File: src/rtl/bin_to_bcd_seq_if.sv
// Handshake and data bundle for the sequential binary-to-BCD converter.
// The master issues start/bin and reads back the result and status flags.
interface bin_to_bcd_seq_if #(
    parameter int WIDTH  = 8,
    parameter int DIGITS = 3
) ();
    logic                  start;
    logic [WIDTH-1:0]      bin;
    logic                  busy;
    logic                  done;
    logic [4*DIGITS-1:0]   bcd;
    logic                  overflow;

    modport master (
        output start,
        output bin,
        input  busy,
        input  done,
        input  bcd,
        input  overflow
    );

    modport slave (
        input  start,
        input  bin,
        output busy,
        output done,
        output bcd,
        output overflow
    );
endinterface

File: src/rtl/bin_to_bcd_seq.sv
// Sequential binary-to-BCD converter (shift-add-3 / double-dabble).
// One input bit is consumed per clock, so a WIDTH-bit operand takes WIDTH
// clocks after acceptance. Bits that fall off the top digit are folded into
// an overflow flag; the retained digits then equal bin mod 10^DIGITS.
module bin_to_bcd_seq #(
    parameter int WIDTH  = 8,
    parameter int DIGITS = 3
) (
    input  logic            clk,
    input  logic            rst,
    bin_to_bcd_seq_if.slave bus
);
    localparam int BCD_W = 4 * DIGITS;
    localparam int CNT_W = $clog2(WIDTH);
    localparam logic [CNT_W-1:0] LAST_COUNT = CNT_W'(WIDTH - 1);

    typedef enum logic {
        IDLE,
        SHIFT
    } state_t;

    state_t             state_q,    state_d;
    logic [WIDTH-1:0]   shift_q,    shift_d;
    logic [BCD_W-1:0]   scratch_q,  scratch_d;
    logic               ovf_acc_q,  ovf_acc_d;
    logic [CNT_W-1:0]   count_q,    count_d;
    logic               busy_q,     busy_d;
    logic               done_q,     done_d;
    logic [BCD_W-1:0]   bcd_q,      bcd_d;
    logic               overflow_q, overflow_d;

    logic [BCD_W-1:0]   adjusted;
    logic [BCD_W-1:0]   shifted_bcd;
    logic               bit_out;

    // Add-3 correction: any digit of 5 or more is bumped so the following
    // doubling carries correctly into the next decimal digit.
    always_comb begin
        adjusted = scratch_q;
        for (int k = 0; k < DIGITS; k++) begin
            if (scratch_q[4*k +: 4] >= 4'd5) begin
                adjusted[4*k +: 4] = scratch_q[4*k +: 4] + 4'd3;
            end
        end
    end

    // Shift the corrected digits left by one, pulling in the next binary MSB;
    // the bit pushed out of the top digit is worth 10^DIGITS.
    always_comb begin
        shifted_bcd = {adjusted[BCD_W-2:0], shift_q[WIDTH-1]};
        bit_out     = adjusted[BCD_W-1];
    end

    // Next-state logic for the IDLE/SHIFT controller and its datapath.
    always_comb begin
        state_d    = state_q;
        shift_d    = shift_q;
        scratch_d  = scratch_q;
        ovf_acc_d  = ovf_acc_q;
        count_d    = count_q;
        busy_d     = busy_q;
        done_d     = 1'b0;
        bcd_d      = bcd_q;
        overflow_d = overflow_q;

        unique case (state_q)
            IDLE: begin
                if (bus.start) begin
                    shift_d   = bus.bin;
                    scratch_d = '0;
                    ovf_acc_d = 1'b0;
                    count_d   = '0;
                    busy_d    = 1'b1;
                    state_d   = SHIFT;
                end
            end
            SHIFT: begin
                shift_d   = {shift_q[WIDTH-2:0], 1'b0};
                scratch_d = shifted_bcd;
                ovf_acc_d = ovf_acc_q | bit_out;
                count_d   = count_q + CNT_W'(1);
                if (count_q == LAST_COUNT) begin
                    bcd_d      = shifted_bcd;
                    overflow_d = ovf_acc_q | bit_out;
                    done_d     = 1'b1;
                    busy_d     = 1'b0;
                    state_d    = IDLE;
                end
            end
            default: begin
                state_d = IDLE;
                busy_d  = 1'b0;
            end
        endcase
    end

    // State and output registers; reset aborts any conversion without a done pulse.
    always_ff @(posedge clk) begin
        if (rst) begin
            state_q    <= IDLE;
            shift_q    <= '0;
            scratch_q  <= '0;
            ovf_acc_q  <= 1'b0;
            count_q    <= '0;
            busy_q     <= 1'b0;
            done_q     <= 1'b0;
            bcd_q      <= '0;
            overflow_q <= 1'b0;
        end else begin
            state_q    <= state_d;
            shift_q    <= shift_d;
            scratch_q  <= scratch_d;
            ovf_acc_q  <= ovf_acc_d;
            count_q    <= count_d;
            busy_q     <= busy_d;
            done_q     <= done_d;
            bcd_q      <= bcd_d;
            overflow_q <= overflow_d;
        end
    end

    assign bus.busy     = busy_q;
    assign bus.done     = done_q;
    assign bus.bcd      = bcd_q;
    assign bus.overflow = overflow_q;
endmodule

File: src/flat_wrapper.sv
// flat-port wrapper written by rule: the top's interface ports become plain ports
module bin_to_bcd_seq_flat 
#(
    parameter int WIDTH  = 8,
    parameter int DIGITS = 3
)
  (clk, rst, bus_start, bus_bin, bus_busy, bus_done, bus_bcd, bus_overflow);
  bin_to_bcd_seq_if #(.WIDTH(WIDTH), .DIGITS(DIGITS)) bus_i ();
  input  logic clk;
  input  logic rst;
  input wire logic [$bits(bus_i.start)-1:0] bus_start;
  input wire logic [$bits(bus_i.bin)-1:0] bus_bin;
  output wire logic [$bits(bus_i.busy)-1:0] bus_busy;
  output wire logic [$bits(bus_i.done)-1:0] bus_done;
  output wire logic [$bits(bus_i.bcd)-1:0] bus_bcd;
  output wire logic [$bits(bus_i.overflow)-1:0] bus_overflow;
  assign bus_i.start = bus_start;
  assign bus_i.bin = bus_bin;
  assign bus_busy = bus_i.busy;
  assign bus_done = bus_i.done;
  assign bus_bcd = bus_i.bcd;
  assign bus_overflow = bus_i.overflow;
  bin_to_bcd_seq #(.WIDTH(WIDTH), .DIGITS(DIGITS)) u_core (.clk(clk), .rst(rst), .bus(bus_i));
endmodule
File: config.mk
export PLATFORM = sky130hd
export DESIGN_NAME = bin_to_bcd_seq_flat
export DESIGN_NICKNAME = d
export VERILOG_FILES = /design/src/rtl/bin_to_bcd_seq_if.sv /design/src/rtl/bin_to_bcd_seq.sv /design/src/flat_wrapper.sv
export SDC_FILE = /design/constraint.sdc
export NUM_CORES = 1
export LEC_CHECK = 0
export BUFFER_PORTS_ARGS = -buffer_cell sky130_fd_sc_hd__buf_2
export CAP_MARGIN = 25
export CORE_ASPECT_RATIO = 0.5
export CORE_UTILIZATION = 35
export DETAILED_ROUTE_END_ITERATION = 12
export HOLD_SLACK_MARGIN = 0.15
export PLACE_DENSITY = 0.52
export SYNTH_ARGS = -nofsm -noshare
export SYNTH_HDL_FRONTEND = slang
export SYNTH_SLANG_ARGS = --single-unit
File: constraint.sdc
create_clock -name clk -period 1.92 [get_ports clk]
set_clock_uncertainty 0.2 [all_clocks]
set_input_delay 0.384 -clock clk [delete_from_list [all_inputs] [get_ports clk]]
set_output_delay 0.384 -clock clk [all_outputs]
set_load 0.05 [all_outputs]
==> results of run 1 <==
[worst max-delay path: cells and delay by family, from the launching register on]
family	cells	cell delay [ps]
AO/OA/AOI/OAI	2	320
adder cells (fa/ha/maj)	1	250
buffers and inverters	1	90
flip-flops	1	330
multiplexers	1	370
AND/OR/NAND/NOR	1	110
[through the flow]
stage | hold slack [ps] | power [µW]
finish | 187 | 1540
CTS | 180 | 1560
global placement | 234 | 983
detailed placement | 240 | 985
global route | 264 | 1620
floorplan | 254 | 952
[cells by family after synthesis]
kind of cell             synth area share
multiplexers                       0.0721
AND/OR/NAND/NOR                     0.167
flip-flops                          0.457
adder cells (fa/ha/maj)            0.0571
buffers and inverters              0.0479
XOR/XNOR                           0.0150
AO/OA/AOI/OAI                       0.184
[worst max path at each step]
stage / endpoint / slack, ps
global route: u_core.bus.bcd[6] / 30
CTS: u_core.bus.bcd[6] / 190
finish: u_core.bus.bcd[6] / 190
global placement: u_core.bus.bcd[6] / 250
floorplan: u_core.bus.bcd[10] / 310
detailed placement: u_core.bus.bcd[6] / 210
[power breakdown]
| part | switching, µW | internal (µW) |
|---|---|---|
| clock | 284 | 287 |
| combinational | 70.2 | 39.4 |
| sequential | 9.82 | 845 |
[metal layers]
layer / vias to the layer above / track usage
met1: 651 / 0.201
met5: - / 0
li1: 727 / -
met4: 0 / 0.0548
met2: 27 / 0.248
met3: 6 / 0.0538
[flip-flops by register name, indices dropped and copies added (netlist names)]
| name | cells |
|---|---|
| u_core.shift_q | 8 |
| u_core.scratch_q | 12 |
| u_core.bus.bcd | 12 |
| u_core.count_q | 3 |
| u_core.bus.overflow | 1 |
| u_core.state_q | 1 |
| u_core.bus.busy | 1 |
| u_core.bus.done | 1 |
| u_core.ovf_acc_q | 1 |
[cell usage after synthesis (3+ instances only)]
master                      n  area share
sky130_fd_sc_hd__xnor2_1    3       0.015
sky130_fd_sc_hd__a21oi_1   20       0.057
sky130_fd_sc_hd__o21ai_1   14       0.040
sky130_fd_sc_hd__a32o_1     3       0.017
sky130_fd_sc_hd__buf_2      7       0.020
sky130_fd_sc_hd__nor2_1    20       0.043
sky130_fd_sc_hd__o21ai_0    4       0.011
sky130_fd_sc_hd__ha_1       8       0.057
sky130_fd_sc_hd__nor3_1     5       0.014
sky130_fd_sc_hd__mux2i_1   10       0.057
sky130_fd_sc_hd__a22o_1     4       0.020
sky130_fd_sc_hd__dfxtp_1   40        0.46
sky130_fd_sc_hd__nand2b_1   4       0.014
sky130_fd_sc_hd__nand2_1   10       0.021
sky130_fd_sc_hd__inv_1      7       0.015
sky130_fd_sc_hd__nand3_1    8       0.023
sky130_fd_sc_hd__nor3b_1    7       0.030
[cell type report]
cell class	instances	share of cell area
tap	66	0.0405
inverter	9	0.0166
clock buffer	6	0.0405
multi-input combinational	135	0.425
clock inverter	2	0.00491
sequential	40	0.393
timing repair buffer	30	0.0798
==> reports/results.txt, run 1 <==
Core outline area - 0.00459 mm²
Vias in the first global route - 1348
Antenna diodes - 0
Fin worst setup slack - 191 ps
TritonCTS clock tree - built
Sequential area share after synthesis - 0.457
Average instance area after synthesis - 9.03 µm²
Primary flip-flop cell chosen by synthesis mapping - sky130_fd_sc_hd__dfxtp_1
Total Routing Usage GR - 0.157
Number of enable flip-flop cells after synthesis - 0
Number of max-slew violations in the final report - 0
Synth async-reset ratio - 0
Startpoint of the lowest-slack register-to-register path - u_core.scratch_q[5]
WL per Instance - 12.3 µm
Cell with the largest stage delay on the worst path - sky130_fd_sc_hd__mux2_1
Wire length on met3 - 144 µm
Post-cts sizing count - 0
Sequential cell area - 801 µm²
Largest net degree at the start of global routing - 28
Arrival time at the worst endpoint - 1760 ps
H-Tree Level Count - 2
Synthesized netlist cell count - 194
Util after Layout - 0.444
Setup TNS - 0 ps
Wire length of the first global-routing pass - 6300 µm
Commonest cells after routing, fill and taps aside - sky130_fd_sc_hd__dfxtp_1 (40), sky130_fd_sc_hd__buf_2 (25), sky130_fd_sc_hd__a21oi_1 (20), sky130_fd_sc_hd__nor2_1 (20), sky130_fd_sc_hd__o21ai_1 (14)
Post-route design area - 0.00204 mm²
Slew of the pin with the lowest slew margin - 424 ps
Setup slack of the most critical reg-to-reg path - 190 ps
Final antenna-violating net count - 0
Yosys warns - 0
Mapped Nets - 213
Placed instance count - 280
Crit path kind - flop to flop
Max FO, Critical Path - 5
Clock sinks - 40
Startpoint of the most critical setup path - u_core.scratch_q[5]
Antenna violations before repair - 0
Fraction of layout cells with a size suffix above 1 - 0.212
Cts hold-fix bufs - 0
Final period demand of the worst path - 1730 ps
Routability-driven placement congestion ratio - 0.784
Clock buffers created by TritonCTS - 5
Unique masters post-synth - 34
Clock-pin slew on the worst setup and hold paths - 80 ps
Post-DR vias/cell - 4.90
Total vias in the final route - 1411
Area Growth Syn to Fin - 16.4%
Fmax - 578 MHz
Die outline height - 52.0 µm
Worst slew margin - 0.718
Post-route fraction of the period consumed by the critical path - 0.901
Required time of the worst setup path - 1950 ps
WL met2 - 1440 µm
Width of the die - 102 µm
Total standard cell area after synthesis - 0.00175 mm²
Peak VDD IR - 0.000347 V
Post-CTS Setup Inserts - 0
Wire length after detailed routing - 3540 µm
Layout fillers - 468
Area taken by multi-input logic gates - 867 µm²
Critical path endpoint category - flop
Detailed-routing wirelength on met1 - 1900 µm
Number of cells on the worst reg-to-reg path - 6
Worst-case setup slack after placement - 213 ps
Commonest non-fill, non-tap cell in the layout - sky130_fd_sc_hd__dfxtp_1
Post-place instance area - 0.00195 mm²
Startpoint of the lowest-slack hold path - bus_bin[0]
Finished Layout Cells - 288
Clock latency on the worst-skew pair - 290 ps
Number of cells traversed by the worst hold path - 3
Highest metal layer with signal wires - met4
Type of the most critical hold path - input pin to flop
Final Net Count - 240
Final setup fails - 0
I/O pin count - 26
Kind of start point of the critical path - flop
Leftover overflow at the end of global routing - 0
CTS max path bufs - 2
Total of flip-flops plus latches after synthesis - 40
Initial Utilization - 0.381
Rows - 17
Leak Pwr - 0.000829 µW
Setup repair after global routing missed its margin - false
DRC violation total after the first TritonRoute iteration - 86
Delay of the slowest cell on the worst path - 370 ps
Half-perimeter wire length after placement - 2460 µm
Port Buffer Count - 25
Final Hold Viols - 0
Max-cap violations - 0
Ordered list of cells on the worst path - inv_1, ha_1, nand2b_1, a21oi_2, mux2_1, o21ai_1
Hold worst-path end - u_core.shift_q[0]
Critical register-to-register path endpoint - u_core.bus.bcd[6]
Number of detailed-routing iterations run before antenna repair - 6
Cell chosen for the clock root - sky130_fd_sc_hd__clkbuf_8
Power density of the placed cells - 753 mW/mm²
Run status - finished, final reports clean
Die Footprint - 0.00531 mm²
Remaining routing DRC violations - 0
Power figures use the tool's default switching activity.
==> run 2: changes to the inputs <==
==> constraint.sdc (replaced) <==
create_clock -name clk -period 1.81 [get_ports clk]
set_clock_uncertainty 0.2 [all_clocks]
set_input_delay 0.362 -clock clk [delete_from_list [all_inputs] [get_ports clk]]
set_output_delay 0.362 -clock clk [all_outputs]
set_load 0.05 [all_outputs]
==> reports/results.txt, run 2 (synthesized netlist as in run 1, its figures left out) <==
Crit path buf inv count - 1
Layout fillers - 456
Wire length of the first global-routing pass - 5940 µm
Kind of start point of the critical path - flop
Commonest cells after routing, fill and taps aside - sky130_fd_sc_hd__dfxtp_1 (40), sky130_fd_sc_hd__buf_2 (25), sky130_fd_sc_hd__a21oi_1 (20), sky130_fd_sc_hd__nor2_1 (20), sky130_fd_sc_hd__o21ai_1 (14)
Delay of the slowest cell on the worst path - 380 ps
Critical path endpoint category - flop
Worst slew margin - 0.807
Largest net degree at the start of global routing - 18
Routability-driven placement congestion ratio - 0.796
Post-cts sizing count - 0
Setup TNS - 0 ps
Die Footprint - 0.00531 mm²
Total Routing Usage GR - 0.149
Number of detailed-routing iterations run before antenna repair - 4
H-Tree Level Count - 2
TritonCTS clock tree - built
Max-cap violations - 0
Crit path kind - flop to flop
Half-perimeter wire length after placement - 2540 µm
Largest delay contributor family on the critical path - multiplexers
Power density of the placed cells - 795 mW/mm²
Number of max-slew violations in the final report - 0
Area Growth Syn to Fin - 18.0%
Rows - 17
Clock latency on the worst-skew pair - 290 ps
WL per Instance - 12.1 µm
Cell with the largest stage delay on the worst path - sky130_fd_sc_hd__mux2_2
Arrival time at the worst endpoint - 1720 ps
Leak Pwr - 0.000843 µW
Final Hold Viols - 0
Clock-pin slew on the worst setup and hold paths - 80 ps
Global routing met2 resource utilization - 0.240
Ordered list of cells on the worst path - inv_1, ha_1, nand2b_1, a21oi_2, mux2_2, o21ai_1
Die outline height - 52.0 µm
Remaining routing DRC violations - 0
Vias in the first global route - 1259
Width of the die - 102 µm
Sequential cell area - 801 µm²
Post-CTS Setup Inserts - 0
Required time of the worst setup path - 1830 ps
CTS max path bufs - 2
Area taken by multi-input logic gates - 872 µm²
Leftover overflow at the end of global routing - 0
Antenna violations before repair - 0
Final antenna-violating net count - 0
Max FO, Critical Path - 3
Met1 routing resource usage after global routing - 0.195
Commonest non-fill, non-tap cell in the layout - sky130_fd_sc_hd__dfxtp_1
Wire length after detailed routing - 3530 µm
Cts hold-fix bufs - 0
Type of the most critical hold path - input pin to flop
Clock sinks - 40
Final setup fails - 0
Fmax - 589 MHz
Initial Utilization - 0.381
Fraction of layout cells with a size suffix above 1 - 0.236
Run status - finished, final reports clean
Final period demand of the worst path - 1700 ps
Peak VDD IR - 0.000354 V
Post-DR vias/cell - 4.73
Worst hold slack after final layout - 169 ps
Cell chosen for the clock root - sky130_fd_sc_hd__clkbuf_8
Clock buffers created by TritonCTS - 5
Antenna diodes - 0
DRC violation total after the first TritonRoute iteration - 74
Post-route fraction of the period consumed by the critical path - 0.938
Final Net Count - 243
Most Crowded Layer GR - met2
Setup repair after global routing missed its margin - false
Core outline area - 0.00459 mm²
Global-route track usage on met3 - 0.0457
Slew of the pin with the lowest slew margin - 290 ps
Total vias in the final route - 1377
Port Buffer Count - 25
I/O pin count - 26
[run 2: changes by cell type in the layout (fill, tap and decap cells not counted), sizes merged]
cell  delta
buf      +3
[run 2: final timing paths]
kind / cells after the start / endpoint / slack (ps) / start
worst max register to register: 6 / u_core.scratch_q[6] / 110 / u_core.scratch_q[5]
worst max-delay path: 6 / u_core.scratch_q[6] / 110 / u_core.scratch_q[5]
worst min register to register: 2 / u_core.bus.bcd[9] / 240 / u_core.bus.bcd[9]
worst min-delay path: 2 / u_core.scratch_q[7] / 170 / rst
[run 2: where the power goes]
| group | switching, µW | total, µW | internal (µW) |
|---|---|---|---|
| combinational | 75.0 | 120 | 45.2 |
| sequential | 9.84 | 906 | 896 |
| clock | 313 | 618 | 305 |
| total | 398 | 1640 | 1250 |
[run 2: per-stage QoR]
stage | setup slack, ps | cell area [µm²] | power, µW | utilization | std cells
3_5_place_dp | 107 | 1970 | 1050 | 0.429 | 283
5_1_grt | 4.12 | 2070 | 1730 | 0.450 | 291
3_3_place_gp | 134 | 1970 | 1050 | 0.429 | 283
6_report | 112 | 2070 | 1640 | 0.450 | 291
4_1_cts | 87.0 | 2060 | 1660 | 0.449 | 291
2_1_floorplan | 201 | 1750 | 1010 | - | 194
[run 2: final cells by class]
cell class | count | area share
clock buffers | 6 | 0.0400
clock inverters | 2 | 0.00484
inverters | 9 | 0.0163
multi-input cells | 135 | 0.422
flip-flops and latches | 40 | 0.387
well taps | 66 | 0.0400
repair buffers | 33 | 0.0896
[run 2: routing by layer]
layer | routed length, µm | up-vias
li1 | - | 732
met1 | 1870 | 617
met2 | 1480 | 26
met3 | 152 | 2
met4 | 17 | 0
met5 | 0 | -
[run 2: worst register-to-register path, cell delays in order (launching register included)]
cell and delay, ps:
sky130_fd_sc_hd__dfxtp_1 360, sky130_fd_sc_hd__inv_1 80, sky130_fd_sc_hd__ha_1 180, sky130_fd_sc_hd__nand2b_1 160
sky130_fd_sc_hd__a21oi_2 180, sky130_fd_sc_hd__mux2_2 380, sky130_fd_sc_hd__o21ai_1 110
